<file path="src/rtl/ascon_job_arbiter.sv">
// Round-robin arbiter that shares one Ascon AEAD core between NREQ requesters.
// It latches the operands of the granted job, sequences the core, and returns the result with a watchdog abort.
//
// state | meaning
// IDLE  | no job; arbitrate among pending requests and latch the winner's operands
// LOAD  | grant pulse to the winner, advance round-robin pointer
// START | single-cycle start pulse to the core, clear watchdog
// WAIT  | wait for a fresh core_ready (low seen, then high) or watchdog expiry
// DONE  | hold result valid to the owner until it accepts
module ascon_job_arbiter #(
  parameter int NREQ   = 2,
  parameter int K      = 128,
  parameter int L      = 32,
  parameter int Y      = 32,
  parameter int TO_CYC = 4096
) (
  input  logic                clk,
  input  logic                rst_n,
  input  logic [NREQ-1:0]     req,
  input  logic [NREQ-1:0]     req_dec,
  input  logic [NREQ*K-1:0]   req_key,
  input  logic [NREQ*128-1:0] req_nonce,
  input  logic [NREQ*L-1:0]   req_ad,
  input  logic [NREQ*Y-1:0]   req_din,
  output logic [NREQ-1:0]     gnt,
  output logic [NREQ-1:0]     resp_valid,
  input  logic [NREQ-1:0]     resp_ready,
  output logic [Y-1:0]        resp_data,
  output logic [127:0]        resp_tag,
  output logic                resp_err,
  output logic                busy,
  output logic                core_start,
  output logic                core_dec,
  output logic [K-1:0]        core_key,
  output logic [127:0]        core_nonce,
  output logic [L-1:0]        core_ad,
  output logic [Y-1:0]        core_din,
  input  logic [Y-1:0]        core_dout,
  input  logic [127:0]        core_tag,
  input  logic                core_ready
);

  localparam int GW = (NREQ > 1) ? $clog2(NREQ) : 1;
  localparam int WW = $clog2(TO_CYC);
  localparam logic [WW-1:0] WDOG_LAST = WW'(TO_CYC - 1);

  typedef enum logic [2:0] {
    S_IDLE,
    S_LOAD,
    S_START,
    S_WAIT,
    S_DONE
  } state_t;

  state_t          state_q, state_d;
  logic [GW-1:0]   g_q;
  logic [GW-1:0]   rr_q;
  logic            armed_q;
  logic [WW-1:0]   wdog_q;
  logic            dec_q;
  logic [K-1:0]    key_q;
  logic [127:0]    nonce_q;
  logic [L-1:0]    ad_q;
  logic [Y-1:0]    din_q;
  logic [Y-1:0]    data_q;
  logic [127:0]    tag_q;
  logic            err_q;

  logic            pick_valid;
  logic [GW-1:0]   pick_idx;
  logic            job_done;
  logic            job_abort;
  logic [NREQ-1:0] owner_vec;

  // First pending request at or after the pointer, wrapping modulo NREQ.
  always_comb begin : arbitrate
    int            idx;
    logic [GW-1:0] cand;
    pick_valid = 1'b0;
    pick_idx   = '0;
    idx        = 0;
    cand       = '0;
    for (int i = 0; i < NREQ; i++) begin
      idx = int'(rr_q) + i;
      if (idx >= NREQ) idx = idx - NREQ;
      cand = GW'(idx);
      if (!pick_valid && req[cand]) begin
        pick_valid = 1'b1;
        pick_idx   = cand;
      end
    end
  end

  // Completion wins over the watchdog when both happen in the same cycle.
  assign job_done  = armed_q && core_ready;
  assign job_abort = !job_done && (wdog_q == WDOG_LAST);

  always_ff @(posedge clk or negedge rst_n) begin
    if (!rst_n) state_q <= S_IDLE;
    else        state_q <= state_d;
  end

  always_comb begin
    state_d = state_q;
    case (state_q)
      S_IDLE:  if (pick_valid) state_d = S_LOAD;
      S_LOAD:  state_d = S_START;
      S_START: state_d = S_WAIT;
      S_WAIT:  if (job_done || job_abort) state_d = S_DONE;
      S_DONE:  if (resp_ready[g_q]) state_d = S_IDLE;
      default: state_d = S_IDLE;
    endcase
  end

  always_ff @(posedge clk or negedge rst_n) begin
    if (!rst_n) begin
      g_q     <= '0;
      rr_q    <= '0;
      armed_q <= 1'b0;
      wdog_q  <= '0;
      dec_q   <= 1'b0;
      key_q   <= '0;
      nonce_q <= '0;
      ad_q    <= '0;
      din_q   <= '0;
      data_q  <= '0;
      tag_q   <= '0;
      err_q   <= 1'b0;
    end else begin
      case (state_q)
        S_IDLE: begin
          if (pick_valid) begin
            g_q     <= pick_idx;
            dec_q   <= req_dec[pick_idx];
            key_q   <= req_key[pick_idx*K +: K];
            nonce_q <= req_nonce[pick_idx*128 +: 128];
            ad_q    <= req_ad[pick_idx*L +: L];
            din_q   <= req_din[pick_idx*Y +: Y];
          end
        end
        S_LOAD: begin
          if (int'(g_q) == NREQ - 1) rr_q <= '0;
          else                       rr_q <= g_q + GW'(1);
        end
        S_START: begin
          armed_q <= 1'b0;
          wdog_q  <= '0;
          err_q   <= 1'b0;
        end
        S_WAIT: begin
          // A ready left high by the previous job is ignored until it has dropped once.
          if (!core_ready) armed_q <= 1'b1;
          if (job_done) begin
            data_q <= core_dout;
            tag_q  <= core_tag;
            err_q  <= 1'b0;
          end else if (job_abort) begin
            data_q <= '0;
            tag_q  <= '0;
            err_q  <= 1'b1;
          end else begin
            wdog_q <= wdog_q + WW'(1);
          end
        end
        default: ;
      endcase
    end
  end

  assign owner_vec  = {{(NREQ-1){1'b0}}, 1'b1} << g_q;
  assign gnt        = (state_q == S_LOAD) ? owner_vec : '0;
  assign resp_valid = (state_q == S_DONE) ? owner_vec : '0;
  assign resp_data  = data_q;
  assign resp_tag   = tag_q;
  assign resp_err   = err_q;
  assign busy       = (state_q != S_IDLE);
  assign core_start = (state_q == S_START);
  assign core_dec   = dec_q;
  assign core_key   = key_q;
  assign core_nonce = nonce_q;
  assign core_ad    = ad_q;
  assign core_din   = din_q;

endmodule

</file>
<file path="config.mk">
export PLATFORM = sky130hd
export DESIGN_NAME = ascon_job_arbiter
export DESIGN_NICKNAME = d
export VERILOG_FILES = /design/src/rtl/ascon_job_arbiter.sv
export SDC_FILE = /design/constraint.sdc
export NUM_CORES = 1
export LEC_CHECK = 0
export ABC_AREA = 1
export BUFFER_PORTS_ARGS = -buffer_cell sky130_fd_sc_hd__buf_2
export CORE_AREA = 8 8 504 506
export DETAILED_ROUTE_END_ITERATION = 16
export DIE_AREA = 0 0 512 514
export SLEW_MARGIN = 20
export SYNTH_ARGS = -nofsm -noshare
export SYNTH_HDL_FRONTEND = slang
export SYNTH_SLANG_ARGS = --single-unit
</file>
<file path="constraint.sdc">
create_clock -name clk -period 2.6 [get_ports clk]
set_input_delay 0.39 -clock clk [delete_from_list [all_inputs] [get_ports clk]]
set_output_delay 0.39 -clock clk [all_outputs]
set_load 0.02 [all_outputs]
</file>
## Yosys cells after proc, flatten, opt, wreduce, memory -nomap -nowiden

Cells that the tools add are included.

| cells by class | value |
|---|---|
| magnitude comparators | 6 |
| multiplexer cells | 33 |
| equality and inequality tests | 12 |
| reductions and logical operators | 16 |
| shifts and indexed selects | 5 |
| add/sub/neg operators | 5 |

Operator list:

| kind | count |
|---|---|
| $shiftx A256 B9 Y128 | 2 |
| $mux W128 | 2 |
| $shiftx A64 B7 Y32 | 2 |
| $mux W32 | 2 |
| $mux W12 | 2 |
| $pmux W12 S2 | 1 |
| $mux W1 | 18 |
| $pmux W3 S5 | 1 |
| $add A12 B1 Y12 const B | 1 |
| $eq A12 B12 Y1 const B | 1 |
| $ne A2 B2 Y1 const B | 6 |
| $mux W3 | 3 |
| $lt A1 B2 Y1 const B | 4 |
| $reduce_and A2 Y1 | 4 |
| $eq A3 B2 Y1 const B | 2 |
| $reduce_and A3 Y1 | 2 |
| $mux W2 | 2 |
| $pmux W1 S2 | 2 |
| $reduce_bool A2 Y1 | 2 |
| $eq A3 B1 Y1 const B | 1 |
| $eq A3 B3 Y1 const B | 1 |
| $logic_and A1 B1 Y1 | 3 |
| $logic_not A3 Y1 | 1 |
| $ne A3 B3 Y1 const B | 1 |
| 9 further kinds | 11 |

| storage, ports and cells | value |
|---|---|
| logic and storage cells | 90 |
| output and inout port bits | 488 |
| bits of input ports | 809 |
| register bits after elaboration | 500 |

## Depth between registers and ports, before layout

Gate-level depths: netlist of run 1.

| logic depth | value |
|---|---|
| depth after elaboration | 10 |
| depth in mapped cells | 10 |
| gate-level depth less buffers | 9 |

## Worst setup path before layout of run 1

Ideal clock, no wire load.

| path | value |
|---|---|
| path type | register to register |
| from | register wdog_q[0] |
| to | register data_q[0] (netlist: resp_data[0]) |
| data required time | 2483 ps |
| arrival | 1533 ps |
| stages on the path, launching flop included | 11 |
| clock period less this slack | 1650 ps |
| buffers on the path | 2 |
| setup time | 117 ps |
| setup slack | 950 ps |
| cell sequence | dfrtp_1 -> ha_1 -> nand2_1 -> nor2_1 -> nand3_1 -> nand2_1 -> nand2_1 -> buf_2 -> buf_2 -> nand2_1 -> nand2_1 |

| on the way | value |
|---|---|
| word-level cells in the longest chain between the ends | 4 |

Ends and longest elaborated chain:

| what | line | RTL |
|---|---|---|
| from (decl) | 59 | `logic [WW-1:0] wdog_q;` |
| from (signal assigned) | 162 | `wdog_q <= wdog_q + WW'(1);` |
| $eq A12 B12 Y1 | 96 | `assign job_abort = !job_done && (wdog_q == WDOG_LAST);` |
| $logic_and A1 B1 Y1 | 96 |  |
| $reduce_bool A2 Y1 (no source line) | - |  |
| $reduce_and A2 Y1 (no source line) | - |  |
| to (signal assigned) | 154 | `data_q <= core_dout;` |
| to (decl) | 65 | `logic [Y-1:0] data_q;` |

No other way between the ends.
A chain may end at the register's enable or synchronous reset.

## Worst setup path after layout of run 1

| path | value |
|---|---|
| from | register state_q[2] |
| to | register nonce_q[91] (netlist: core_nonce[91]) |

| on the way | value |
|---|---|
| word-level cells in the longest chain between the ends | 2 |

Ends and longest elaborated chain:

| what | line | RTL |
|---|---|---|
| from (decl) | 55 | `state_t state_q, state_d;` |
| from (signal assigned) | 100 | `else state_q <= state_d;` |
| $logic_not A3 Y1 | 130 | `case (state_q)` |
| $reduce_and A2 Y1 (no source line) | - |  |
| to (signal assigned) | 136 | `nonce_q <= req_nonce[pick_idx*128 +: 128];` |
| to (decl) | 62 | `logic [127:0] nonce_q;` |

No other way between the ends.

==> results.cfg, run 1 <==
[placement]
dp_cells = 7418
place.gp.congestion = 0.957
io_buffers = 1296
post-place-ws_ps = 512
dp_hpwl_um = 172000
dpl_cell_area_um2 = 34200

[die]
design.die.area_um2 = 263000
fp.dieH_um = 514
initial_core_util_pct = 9.47
rows = 183
ioPinCount = 1297
fp.dieW_um = 512
core_area_um2 = 247000

[clock_network]
clkLatencyLatePin_ps = 680
cts_tree = yes
htreeDepth = 3
clockBufferDepth = 3
cts_buffers = 67
clkSlewWorstSetupHoldPaths_ps = 60
cts.root.buffer_cell = clkbuf_16
cts.sinks = 500

[timing]
hold_viol_final = 0
finalCritPeriodShare_pct = 98.5
finalWorstSetupSlack_ps = 39.0
rsz0062_at_grt = yes
fin_crit_ps = 2560
fin_skew_ps = 33.1
worstMarginPinSlew_ps = 654
drv_slew = 0
setup_viol = 0
slew-limit-headroom_pct = 56.2
fmax_mhz = 390

[synthesis]
syn-cell-area_um2 = 23300
syn_avg_cell_area_um2 = 7.85
synth_cells = 2974
ys.warnings.count = 0
synth_cell_types = 24
syn-num-nets = 3784
synth_seq_cells = 500
synth_seq_area_share_pct = 53.6

[detailed_routing]
vias = 29400
drcViolationCount = 0
drt-vias-per-instance = 3.55
drt_iter0_markers = 2845
antenna_left = 0
drt-pass1-iter-count = 6
wire_per_inst_um = 24.9
wl_um = 206000

[setup_path]
cp.arrival_ps = 3170
cp_common_cell = nand2_1
path_max_fanout = 44
crit_start = state_q[2]
reg2reg_slack_ps = 40
worstSetupStartpointType = flip-flop
critPathBufInv = 4
r2r_cells = 9
required_ps = 3210
reg2reg_to = core_nonce[91]
r2r-start = state_q[2]
end_kind = flip-flop
crit_family = buffers and inverters
worstSetupPathType = reg2reg
crit_chain = nor2_2, nand2_1, a21oi_4, buf_4, buf_12, buf_16, o211ai_1, dlygate4sd3_1, nand2_1
max_stage_delay_ps = 600
critPathSlowestCell = dlygate4sd3_1

[cells_and_area]
mostFrequentLayoutCells = nand2_1 (1394), buf_2 (1295), dlygate4sd3_1 (685)
design_area_um2 = 43500
instances_no_fill = 8266
area_growth_syn_to_layout_pct = 86.5
nNetsFinal = 5752
post-route-util_pct = 17.7
final_common_cell = nand2_1
drive_above_1_share_pct = 30.5

[worst_hold_path]
hp-class = in2reg
hold_depth = 5
min_from = req_ad[8]
worstHoldEndpoint = core_ad[8]

[run]
maxCapViolCount = 0

[grt]
grt_usage_pct = 14.7
grt_pass1_wl_um = 265000
first_global_vias = 29000
grt_max_degree = 90
antenna_found_initial = 151
grt.overflow.total = 0

[power_and_ir_drop]
ir_drop_v = 0.000491
leakage_nw = 22.8
p_per_area_nw_per_um2 = 1110

[outcome]
outcome = complete, no violations
[cell type report]
type | count | area [µm²]
diodes | 38 | 95.1
clock buffers | 101 | 2010
well taps | 3237 | 4050
fillers | 27500 | 203000
inverters | 338 | 1290
multi-input cells | 1941 | 8700
clock inverters | 17 | 263
flip-flops and latches | 500 | 12500
repair buffers | 2094 | 14600
[logic make-up after synthesis]
group,synth area share [%]
and+or+nand+nor,26.9
AOI/OAI and AO/OA,10.1
adders and majority gates,0.0536
xor gates and xnor gates,0.113
DFF,53.6
buffers and inverters,9.25
[repair_timing]
item                                    4_1_cts  5_1_grt
endpoints found under the setup margin        0       84
setup buffers                                 0        4
resized for setup                             0        4
hold endpoints to repair                    557        0
hold buffers                                685        0
[cells in the mapped netlist, drive strengths merged]
cell,count,area share (%)
o21bai,2,0.064
nand3,171,3.7
nor2,30,0.53
buf,132,2.8
nand4,3,0.080
o22ai,1,0.027
nand2,1395,22
o211ai,275,8.8
ha,1,0.054
clkbuf,63,1.0
inv,338,5.4
xor2,3,0.11
nand3b,3,0.096
a21oi,5,0.12
nor3b,2,0.064
o21ai,49,1.1
nor3,1,0.021
dfrtp,500,54
[where the power goes]
group	switching, W	internal (W)	leakage [nW]
registers	0.00213	0.0114	6.22
clock network	0.00408	0.00568	1.11
logic	0.0177	0.00734	15.5
total	0.0239	0.0245	22.8
[flip-flops by register name, summed over array words and instances, names as in the netlist, 3 cells and up]
register	cells
core_ad	32
core_din	32
core_key	128
core_nonce	128
resp_data	32
resp_tag	128
state_q	3
wdog_q	12
[worst min-delay path: stages]
cell and delay, ps:
buf_2 70, inv_1 50, nand2_1 60, o211ai_1 80, nand2_1 70
[how the worst max path moves through the flow]
stage | endpoint | depth (start not counted)
after global placement | core_nonce[11] | 7
after CTS | core_nonce[8] | 8
after global routing | core_nonce[24] | 9
after detailed placement | wdog_q[11] | 9
after floorplan | resp_data[0] | 10
final | core_nonce[91] | 9
[through the flow]
step	setup TNS (ps)	power [W]	hold WS [ps]
3_3_place_gp	0	0.0370	380
3_5_place_dp	0	0.0371	374
5_1_grt	-29.0	0.0514	35.0
6_report	0	0.0484	91.4
4_1_cts	0	0.0490	0.103
2_1_floorplan	0	0.0242	94.4
[layer usage]
layer  global-route usage (%)  vias to the layer above  wire length [µm]
met5                        0                        -               347
met1                     17.9                    13800             82900
met3                     7.11                      369             25900
met4                     4.06                       50              6650
li1                         -                    13300                 -
met2                     23.2                     1771             89800
(Power assumes the default switching activity.)
==> run 2: changes to the inputs <==
--- a/config.mk
+++ b/config.mk
@@ -7,9 +7,9 @@
 export LEC_CHECK = 0
 export ABC_AREA = 1
 export BUFFER_PORTS_ARGS = -buffer_cell sky130_fd_sc_hd__buf_2
-export CORE_AREA = 8 8 504 506
+export CORE_AREA = 2 2 498 500
 export DETAILED_ROUTE_END_ITERATION = 16
-export DIE_AREA = 0 0 512 514
+export DIE_AREA = 0 0 500 502
 export SLEW_MARGIN = 20
 export SYNTH_ARGS = -nofsm -noshare
 export SYNTH_HDL_FRONTEND = slang
==> results.cfg, run 2 (synthesis gave the netlist of run 1 again) <==
[outcome]
outcome = complete, no violations

[cells_and_area]
final_common_cell = nand2_1
drive_above_1_share_pct = 30.3
seq_area_um2 = 12500
fillCellCount = 27500
multiInputGateArea_um2 = 8700
nNetsFinal = 5748
mostFrequentLayoutCells = nand2_1 (1394), buf_2 (1295), dlygate4sd3_1 (693)
area_growth_syn_to_layout_pct = 86.7
design_area_um2 = 43600

[clock_network]
cts_buffers = 61
clockBufferDepth = 3
postCtsSetupBuffers = 0
cts.sinks = 500
cts_tree = yes
cts.root.buffer_cell = clkbuf_16
htreeDepth = 2
clkSlewWorstSetupHoldPaths_ps = 70
clkLatencyLatePin_ps = 720

[die]
rows = 182
core_area_um2 = 245000
fp.dieH_um = 502
initial_core_util_pct = 9.52
fp.dieW_um = 500
design.die.area_um2 = 251000
ioPinCount = 1297

[setup_path]
crit_family = buffers and inverters
end_kind = flip-flop
required_ps = 3240
critPathSlowestCell = dlygate4sd3_1
reg2reg_to = core_din[30]
crit_chain = nor2_2, nand2_1, a21oi_4, buf_12, buf_4, o211ai_1, dlygate4sd3_1, nand2_1
cp.arrival_ps = 3180
critPathBufInv = 3
worstSetupStartpointType = flip-flop
max_stage_delay_ps = 580
path_max_fanout = 61
cp_common_cell = nand2_1
worstSetupPathType = reg2reg
r2r-start = state_q[2]
reg2reg_slack_ps = 60
r2r_cells = 8

[placement]
place.gp.congestion = 1.00
dpl_cell_area_um2 = 34200
dp_hpwl_um = 170000
io_buffers = 1296

[detailed_routing]
antenna_left = 0
drcViolationCount = 0
wire_per_inst_um = 24.4
wl_um = 203000
drt_iter0_markers = 2639
vias = 29500
drt-vias-per-instance = 3.54
drt-pass1-iter-count = 7

[timing]
fmax_mhz = 394
hold_viol_final = 0
hold_slack_ps = 61.8
fin_skew_ps = 29.5
rsz0062_at_grt = yes
slew-limit-headroom_pct = 46.8
fin_crit_ps = 2540
finalCritPeriodShare_pct = 97.6
worstMarginPinSlew_ps = 798
drv_slew = 0
tns_ps = 0
setup_viol = 0

[worst_hold_path]
min_from = req_key[28]
worstHoldEndpoint = core_key[28]
hold_depth = 5
hp-class = in2reg

[power_and_ir_drop]
p_comb_share_pct = 51.7
p_per_area_nw_per_um2 = 1080
clkPwrFrac_pct = 19.3
seqPwrFrac_pct = 29.0
swShare_pct = 49.2
power_switching_w = 0.0232
ir_drop_v = 0.000600
p_int_w = 0.0239
leakage_nw = 22.7

[run]
maxCapViolCount = 0

[grt]
grt_max_degree = 104
grt_usage_pct = 15.3
grt.overflow.total = 0
grt_pass1_wl_um = 257000
first_global_vias = 28200
antenna_found_initial = 201
run 2: cell types whose count changed in the layout (fill, tap and decap cells not counted), sizes merged:
cell / before / now
clkinvlp: 1 / 6
buf: 1406 / 1401
dlygate4sd3: 685 / 693
clkinv: 9 / 8
clkbuf: 104 / 92
bufinv: 3 / 6
diode: 38 / 113
run 2: repair_timing:
action / in CTS / in global routing
endpoints found under the setup margin: 0 / 55
gates resized for setup: 0 / 9
hold endpoints to repair: 568 / 0
hold buffers: 693 / 0
run 2: final cells by class:
type,instances,area share [%]
timing repair buffer,2096,33.7
sequential,500,28.7
multi-input combinational,1941,20.0
tap,3220,9.24
clock buffer,90,4.10
inverter,338,2.99
clock inverter,24,0.689
antenna,113,0.649
run 2: power groups by stage:
stage / Clock (W) / Combinational [W] / Sequential [W]
floorplan: 0 / 0.00653 / 0.0177
global placement: 0 / 0.0228 / 0.0136
detailed placement: 0 / 0.0230 / 0.0136
CTS: 0.00943 / 0.0246 / 0.0136
global route: 0.00966 / 0.0264 / 0.0140
finish: 0.00913 / 0.0244 / 0.0137
run 2: worst max path at each step:
stage,slack (ps),startpoint,cells after the start,end
finish,60,state_q[2],8,core_din[30]
global route,-3,state_q[2],8,core_din[30]
CTS,20,state_q[2],9,core_nonce[99]
detailed placement,360,req[0],9,core_nonce[70]
global placement,340,req[0],9,core_nonce[70]
floorplan,950,wdog_q[0],10,resp_data[0]
run 2: per-layer routing:
metal  vias up  wire length [µm]  track usage (%)
met2      1771             83600             22.2
met5         -               576                0
li1      13400                 -                -
met1     13700             77100             17.2
met3       506             27700             8.36
met4        88             14300             10.0
run 2: worst min-delay path: cells and delay by family:
family / cells / cell delay (ps)
AOI/OAI and AO/OA: 1 / 100
buffers and inverters: 2 / 100
and+or+nand+nor: 2 / 120
run 2: per-stage QoR:
stage	std cells	worst slack (ps)	utilization (%)	power, W
final	8322	62.8	17.8	0.0472
after global routing	8288	-3.34	17.7	0.0501
after CTS	8208	17.6	17.6	0.0476
after detailed placement	7401	355	13.9	0.0365
after global placement	7401	339	13.9	0.0364
after floorplan	2974	950	-	0.0242
